<file path="config.mk">
export PLATFORM = sky130hd
export DESIGN_NAME = layers_frame_arbiter
export DESIGN_NICKNAME = d
export VERILOG_FILES = /design/src/rtl/layers_pkg.sv /design/src/rtl/rr_select.sv /design/src/rtl/layers_frame_arbiter.sv
export SDC_FILE = /design/constraint.sdc
export NUM_CORES = 1
export LEC_CHECK = 0
export CAP_MARGIN = 20
export CORE_ASPECT_RATIO = 1.4
export CORE_UTILIZATION = 49
export CTS_BUF_LIST = sky130_fd_sc_hd__clkbuf_4 sky130_fd_sc_hd__clkbuf_8
export DETAILED_ROUTE_END_ITERATION = 6
export PLACE_DENSITY = 0.79
export SETUP_SLACK_MARGIN = 0.02
export SLEW_MARGIN = 20
export SYNTH_ARGS = -nofsm -noshare
export SYNTH_HDL_FRONTEND = slang
export SYNTH_SLANG_ARGS = --single-unit
</file>
<file path="constraint.sdc">
create_clock -name clk_core -period 5.4 [get_ports clk_core]
set_clock_uncertainty 0.2 [all_clocks]
set_input_delay 1.08 -clock clk_core [delete_from_list [all_inputs] [get_ports clk_core]]
set_output_delay 1.08 -clock clk_core [all_outputs]
set_load 0.01 [all_outputs]
</file>
<file path="src/rtl/layers_pkg.sv">
// Shared types for the layer frame arbiter: FSM states and abort byte.
package layers_pkg;

  typedef enum logic [1:0] {
    IDLE,
    GRANT,
    ABORT
  } arb_state_e;

  localparam logic [7:0] ABORT_BYTE_DEF = 8'hFF;
  localparam int TMO_W = 16;
  localparam int CNT_W = 16;

endpackage

</file>
<file path="src/rtl/rr_select.sv">
// Round-robin requester search: first request after the last-granted index.
module rr_select
  import layers_pkg::*;
#(
  parameter int N = 5
) (
  input  logic         clk,
  input  logic         rst_n,
  input  logic [N-1:0] req,
  input  logic         update,
  input  logic [N-1:0] upd_gnt,
  output logic [N-1:0] gnt
);

  localparam int IW = (N > 1) ? $clog2(N) : 1;

  logic [IW-1:0] ptr;
  logic [IW-1:0] upd_idx;
  logic          found;

  always_comb begin
    gnt   = '0;
    found = 1'b0;
    for (int k = 1; k <= N; k++) begin
      if (!found && req[(int'(ptr) + k) % N]) begin
        gnt[(int'(ptr) + k) % N] = 1'b1;
        found = 1'b1;
      end
    end
  end

  always_comb begin
    upd_idx = ptr;
    for (int k = 0; k < N; k++) begin
      if (upd_gnt[k]) upd_idx = IW'(k);
    end
  end

  // Reset to the last index so layer 0 is the first winner.
  always_ff @(posedge clk or negedge rst_n) begin
    if (!rst_n) begin
      ptr <= IW'(N - 1);
    end else if (update) begin
      ptr <= upd_idx;
    end
  end

endmodule

</file>
<file path="src/rtl/layers_frame_arbiter.sv">
// Frame-atomic round-robin merge of layer streams with idle timeout abort.
// Optional LAYERS_ARB_STATS_EN adds per-layer completed frame counters.
module layers_frame_arbiter
  import layers_pkg::*;
#(
  parameter int         LAYER_COUNT = 5,
  parameter logic [7:0] ABORT_BYTE  = ABORT_BYTE_DEF
) (
  input  logic                     clk_core,
  input  logic                     clk_core_resn,
  input  logic [LAYER_COUNT*8-1:0] s_axis_tdata,
  input  logic [LAYER_COUNT-1:0]   s_axis_tvalid,
  input  logic [LAYER_COUNT-1:0]   s_axis_tlast,
  output logic [LAYER_COUNT-1:0]   s_axis_tready,
  output logic [7:0]               m_axis_tdata,
  output logic [7:0]               m_axis_tdest,
  output logic                     m_axis_tvalid,
  output logic                     m_axis_tlast,
  input  logic                     m_axis_tready,
  input  logic [LAYER_COUNT-1:0]   cfg_layer_enable,
  input  logic [15:0]              cfg_frame_timeout,
  output logic [LAYER_COUNT-1:0]   status_grant,
  output logic [LAYER_COUNT-1:0]   stat_timeout
`ifdef LAYERS_ARB_STATS_EN
  ,
  output logic [LAYER_COUNT*16-1:0] stat_frame_count
`endif
);

  localparam int N = LAYER_COUNT;

  arb_state_e       state;
  arb_state_e       state_nxt;
  logic [N-1:0]     grant_nxt;
  logic [N-1:0]     skip;
  logic [N-1:0]     abort_done;
  logic [N-1:0]     req;
  logic [N-1:0]     rr_gnt;
  logic             rr_upd;
  logic [TMO_W-1:0] tmo_cnt;
  logic [TMO_W-1:0] tmo_nxt;
  logic             tmo_hit;
  logic             xfer;
  logic             sel_valid;
  logic             sel_last;
  logic [7:0]       sel_data;
  logic [7:0]       sel_dest;

  assign req = s_axis_tvalid & cfg_layer_enable & ~skip;

  rr_select #(
    .N(N)
  ) u_rr (
    .clk    (clk_core),
    .rst_n  (clk_core_resn),
    .req    (req),
    .update (rr_upd),
    .upd_gnt(status_grant),
    .gnt    (rr_gnt)
  );

  always_comb begin
    sel_valid = 1'b0;
    sel_last  = 1'b0;
    sel_data  = '0;
    sel_dest  = '0;
    for (int k = 0; k < N; k++) begin
      if (status_grant[k]) begin
        sel_valid = s_axis_tvalid[k];
        sel_last  = s_axis_tlast[k];
        sel_data  = s_axis_tdata[k*8 +: 8];
        sel_dest  = 8'(k + 1);
      end
    end
  end

  assign tmo_hit = (cfg_frame_timeout != '0) &&
                   (tmo_cnt == cfg_frame_timeout);

  // Skipped layers are always drained, whatever the FSM is doing.
  always_comb begin
    state_nxt     = state;
    grant_nxt     = status_grant;
    rr_upd        = 1'b0;
    abort_done    = '0;
    xfer          = 1'b0;
    m_axis_tvalid = 1'b0;
    m_axis_tdata  = '0;
    m_axis_tdest  = '0;
    m_axis_tlast  = 1'b0;
    s_axis_tready = skip;
    unique case (state)
      IDLE: begin
        if (|rr_gnt) begin
          grant_nxt = rr_gnt;
          state_nxt = GRANT;
        end
      end
      GRANT: begin
        m_axis_tvalid = sel_valid;
        m_axis_tdata  = sel_data;
        m_axis_tdest  = sel_dest;
        m_axis_tlast  = sel_last;
        s_axis_tready = skip |
          (status_grant & {N{m_axis_tready}});
        xfer = sel_valid & m_axis_tready;
        if (xfer && sel_last) begin
          state_nxt = IDLE;
          grant_nxt = '0;
          rr_upd    = 1'b1;
        end else if (!xfer && tmo_hit) begin
          state_nxt = ABORT;
        end
      end
      ABORT: begin
        m_axis_tvalid = 1'b1;
        m_axis_tdata  = ABORT_BYTE;
        m_axis_tdest  = sel_dest;
        m_axis_tlast  = 1'b1;
        if (m_axis_tready) begin
          state_nxt  = IDLE;
          grant_nxt  = '0;
          rr_upd     = 1'b1;
          abort_done = status_grant;
        end
      end
      default: state_nxt = IDLE;
    endcase
  end

  always_comb begin
    tmo_nxt = '0;
    if (state == GRANT) begin
      if (xfer) begin
        tmo_nxt = '0;
      end else if (!sel_valid) begin
        tmo_nxt = (&tmo_cnt) ? tmo_cnt : tmo_cnt + 1'b1;
      end else begin
        tmo_nxt = tmo_cnt;
      end
    end
  end

  always_ff @(posedge clk_core or negedge clk_core_resn) begin
    if (!clk_core_resn) begin
      state        <= IDLE;
      status_grant <= '0;
      skip         <= '0;
      tmo_cnt      <= '0;
      stat_timeout <= '0;
    end else begin
      state        <= state_nxt;
      status_grant <= grant_nxt;
      skip         <= (skip & ~(s_axis_tvalid & s_axis_tlast))
                      | abort_done;
      tmo_cnt      <= tmo_nxt;
      stat_timeout <= abort_done;
    end
  end

`ifdef LAYERS_ARB_STATS_EN
  always_ff @(posedge clk_core or negedge clk_core_resn) begin
    if (!clk_core_resn) begin
      stat_frame_count <= '0;
    end else begin
      for (int k = 0; k < N; k++) begin
        if (xfer && sel_last && status_grant[k]) begin
          stat_frame_count[k*16 +: 16] <=
            stat_frame_count[k*16 +: 16] + 16'd1;
        end
      end
    end
  end
`endif

endmodule

</file>
==> results.py <==
metrics = {
    "run_status": {
        "status": "finished clean",
    },
    "synthesis": {
        "yosysTopAreaCellShare_pct": 16.23,
        "synth_compound_area_share_pct": 32.07,
        "synth-seq-cells": 36,
        "synthAdderAreaFrac_pct": 8.811,
        "yosys-top-cells-count": "nand2_1 (71), nor2_1 (55), o21ai_0 (42)",
        "yosys_warnings": 0,
        "yosysSeqAreaShare_pct": 16.72,
        "synth_top_family_by_area": "compound AO/OA/AOI/OAI gates",
        "synth.avg_cell_area_um2": 7.485,
        "synth_area_um2": 5396,
        "synth.largest_area_cell": "dfrtp_1",
        "netlist_top_cells_area": "dfrtp_1 (16%), ha_1 (8.8%), nand2_1 (4.9%)",
        "synth-edff-count": 0,
        "synthArstFlopShare_pct": 100.0,
        "syn_inst": 721,
        "yosys_most_used_dff": "dfrtp_1",
        "synth_xor_xnor_area_share_pct": 6.330,
        "synth_mux_area_share_pct": 3.872,
        "synth.most_common_cell": "nand2_1",
        "synth-simple-area-share_pct": 25.69,
        "synth_cell_types": 82,
    },
    "route": {
        "wirelength_um": 17550,
        "viasPerCell": 6.349,
        "post-route-drc-count": 0,
        "firstDrtPassIters": 5,
        "vias": 6146,
        "post_drt_wl_per_cell_um": 18.13,
        "postRouteAntennaNets": 0,
        "drt-initial-drc-count": 410,
    },
    "die": {
        "row_count": 45,
        "die_h_um": 126.2,
        "core_area_um2": 10750,
        "die_w_um": 90.70,
        "boundaryPins": 107,
        "die_area_um2": 11440,
        "start_util_pct": 50.18,
    },
    "final_layout": {
        "antenna_cells": 0,
        "n_fill_cell": 980,
        "drive_gt1_share_pct": 11.12,
        "area_growth_pct": 26.92,
        "nets": 938,
    },
    "grt": {
        "grtUsageMet1_pct": 34.29,
        "grt_util_all_layers_pct": 30.54,
        "grt_max_degree": 37,
        "antenna_found_initial": 0,
        "gr-usage-met2_pct": 54.68,
        "met3_usage_pct": 4.227,
        "grt.busiest_layer": "met2",
        "overflow": 0,
        "grt_pass1_wl_um": 28580,
        "grt_pass1_vias": 5855,
    },
    "setup_path": {
        "end_kind": "register",
        "worstReg2RegEnd": "state[0]",
        "cp.required_ns": 5.38,
        "cpMaxStageDelayCell": "dfrtp_1",
        "crit_path_cell_trace": "buf_4, ha_1, xnor2_2, inv_2, ha_1, nor3_1, a221oi_2, xnor2_1, ha_1, nor2_1, or3_1, nand2_1, mux2_2, a221oi_2, nand4b_1, and4b_1, nor3b_4, a211oi_2, mux2_4",
        "rr_startpoint": "u_rr.ptr[1]",
        "worst_ep_arrival_time_ns": 5.07,
        "max_stage_delay_ns": 0.38,
        "ff2ff_setup_slack_ns": 0.32,
        "r2r_cells": 19,
        "cp_common_cell": "ha_1",
        "startpoint_type": "register",
        "worstPathMaxFanout": 13,
        "path_class": "register to register",
    },
    "min_path": {
        "hp-class": "register to register",
        "holdPathStages": 1,
        "min_to": "skip[3]",
        "hp-start": "skip[3]",
    },
    "sta": {
        "max_freq_ghz": 0.1967,
        "relSlewSlack_pct": 44.18,
        "period_share_pct": 94.13,
        "rsz0062_at_grt": "false",
        "fin_hold_ws_ns": 0.3208,
        "worstMarginPinSlew_ns": 0.8373,
        "finalMaxSlewViolations": 0,
        "min_period_ns": 5.083,
        "hold_violations": 0,
        "finalSetupViolations": 0,
    },
    "pwr": {
        "p_total_mw": 5.492,
        "ir_worst_vdd_mv": 0.3100,
        "power.density_nw_per_um2": 801.9,
        "p_leak_nw": 2.814,
    },
    "clocking": {
        "hold_buffers": 0,
        "insertion_delay_ns": 0.30,
        "clk_pin_slew_ns": 0.08,
        "h-tree-depth": 2,
        "clockBufferDepth": 2,
        "cts_sinks": 36,
        "clock-root-buffer": "clkbuf_8",
        "cts_tree": "built",
        "cts_made_buffers": 5,
    },
    "placement": {
        "port_buffers": 101,
        "dp_hpwl_um": 13840,
        "place.gp.congestion": 0.9992,
    },
    "job": {
        "cap_violations": 0,
    },
}
==> sequential cells by signal, indices dropped and copies added (netlist names) <==
register and cells:
state 2, tmo_cnt 16, u_rr.ptr 3, status_grant 5, skip 5, stat_timeout 5
==> final cells by class <==
class	count	area, um2	area share, %
multi-input combinational	608	4222	61.64
timing repair buffer	139	1291	18.85
sequential	36	905.9	13.23
tap	141	176.4	2.576
inverter	36	142.6	2.083
clock buffer	6	76.32	1.114
clock inverter	2	35.03	0.5115
==> cells in the final DEF (no fill, tap or decap), types with 5 or more instances in the layout <==
cell type        synthesis  routed
clkdlybuf4s50_1          0     100
or3_1                    5       5
nand2_1                 71      71
nand3_1                 26      26
o31ai_1                 10      10
a21o_1                  12      12
a221oi_1                14      12
nor2b_1                 25      25
a211oi_1                11      10
xor2_1                  20      20
o21ai_0                 42      41
a32oi_1                  5       5
a21oi_1                 41      40
mux2i_1                 16      16
nand4b_1                 5       5
a21boi_0                 5       5
ha_1                    38      36
buf_4                    9      38
o21a_1                   9       9
o211ai_1                16      16
inv_1                   31      30
nor2_1                  55      54
and3_1                  12      12
nand2b_1                 7       7
dfrtp_1                 35      35
nor3_1                  18      18
nand4_1                  7       7
clkbuf_8                 0       5
a31o_2                   8       8
conb_1                   1       5
nor4_1                  10      10
o22ai_1                 16      15
xnor2_1                 14      14
==> power breakdown <==
group          leakage, nW  switching [mW]  internal [mW]
sequential           0.489          0.0590          0.303
combinational         2.27            2.84           2.04
clock               0.0586           0.104          0.142
==> logic make-up after synthesis <==
logic type,Yosys count
AO/OA/AOI/OAI,239
XOR/XNOR,36
adder cells (fa/ha/maj),38
buffers and inverters,81
flip-flops,36
multiplexers,20
other,1
AND/OR/NAND/NOR,270
==> worst max-delay path, delay by kind of cell (launching register included) <==
family,cells,cell delay [ns]
multiplexers,2,0.70
XOR/XNOR,2,0.49
flip-flops,1,0.38
AO/OA/AOI/OAI,3,0.72
AND/OR/NAND/NOR,7,1.42
adder cells (fa/ha/maj),3,0.77
buffers and inverters,2,0.30
==> layer usage <==
metal | up-vias | wire (um)
met5 | - | 0
met4 | 0 | 1044
met3 | 67 | 979
met2 | 268 | 8693
met1 | 2920 | 6830
li1 | 2891 | -
==> through the flow <==
step	setup TNS (ns)	utilization [%]	area (um2)	cells	worst slack, ns
final	0	63.69	6849	968	0.3172
after global routing	0	63.69	6849	968	0.03110
after CTS	0	62.61	6733	961	0.03373
after detailed placement	-0.01852	61.54	6618	953	-0.01852
after global placement	0	61.54	6618	953	0.2152
after floorplan	0	-	5419	725	0.02634
==> worst max-delay path by stage <==
stage | startpoint | to | slack [ns] | cells past startpoint
after global placement | u_rr.ptr[2] | state[0] | 0.22 | 17
after floorplan | u_rr.ptr[0] | state[0] | 0.03 | 22
after global routing | u_rr.ptr[0] | state[0] | 0.03 | 19
final | u_rr.ptr[1] | state[0] | 0.32 | 19
after detailed placement | u_rr.ptr[2] | state[0] | -0.02 | 17
after CTS | u_rr.ptr[2] | state[0] | 0.03 | 17
==> timing repair <==
item / 4_1_cts / 5_1_grt
resized for setup: 1 / 14
buffers inserted: 0 / 7
pin swaps: 0 / 2
setup endpoints to repair: 1 / 7
cloned: 0 / 0
Power figures use the tool's default switching activity.
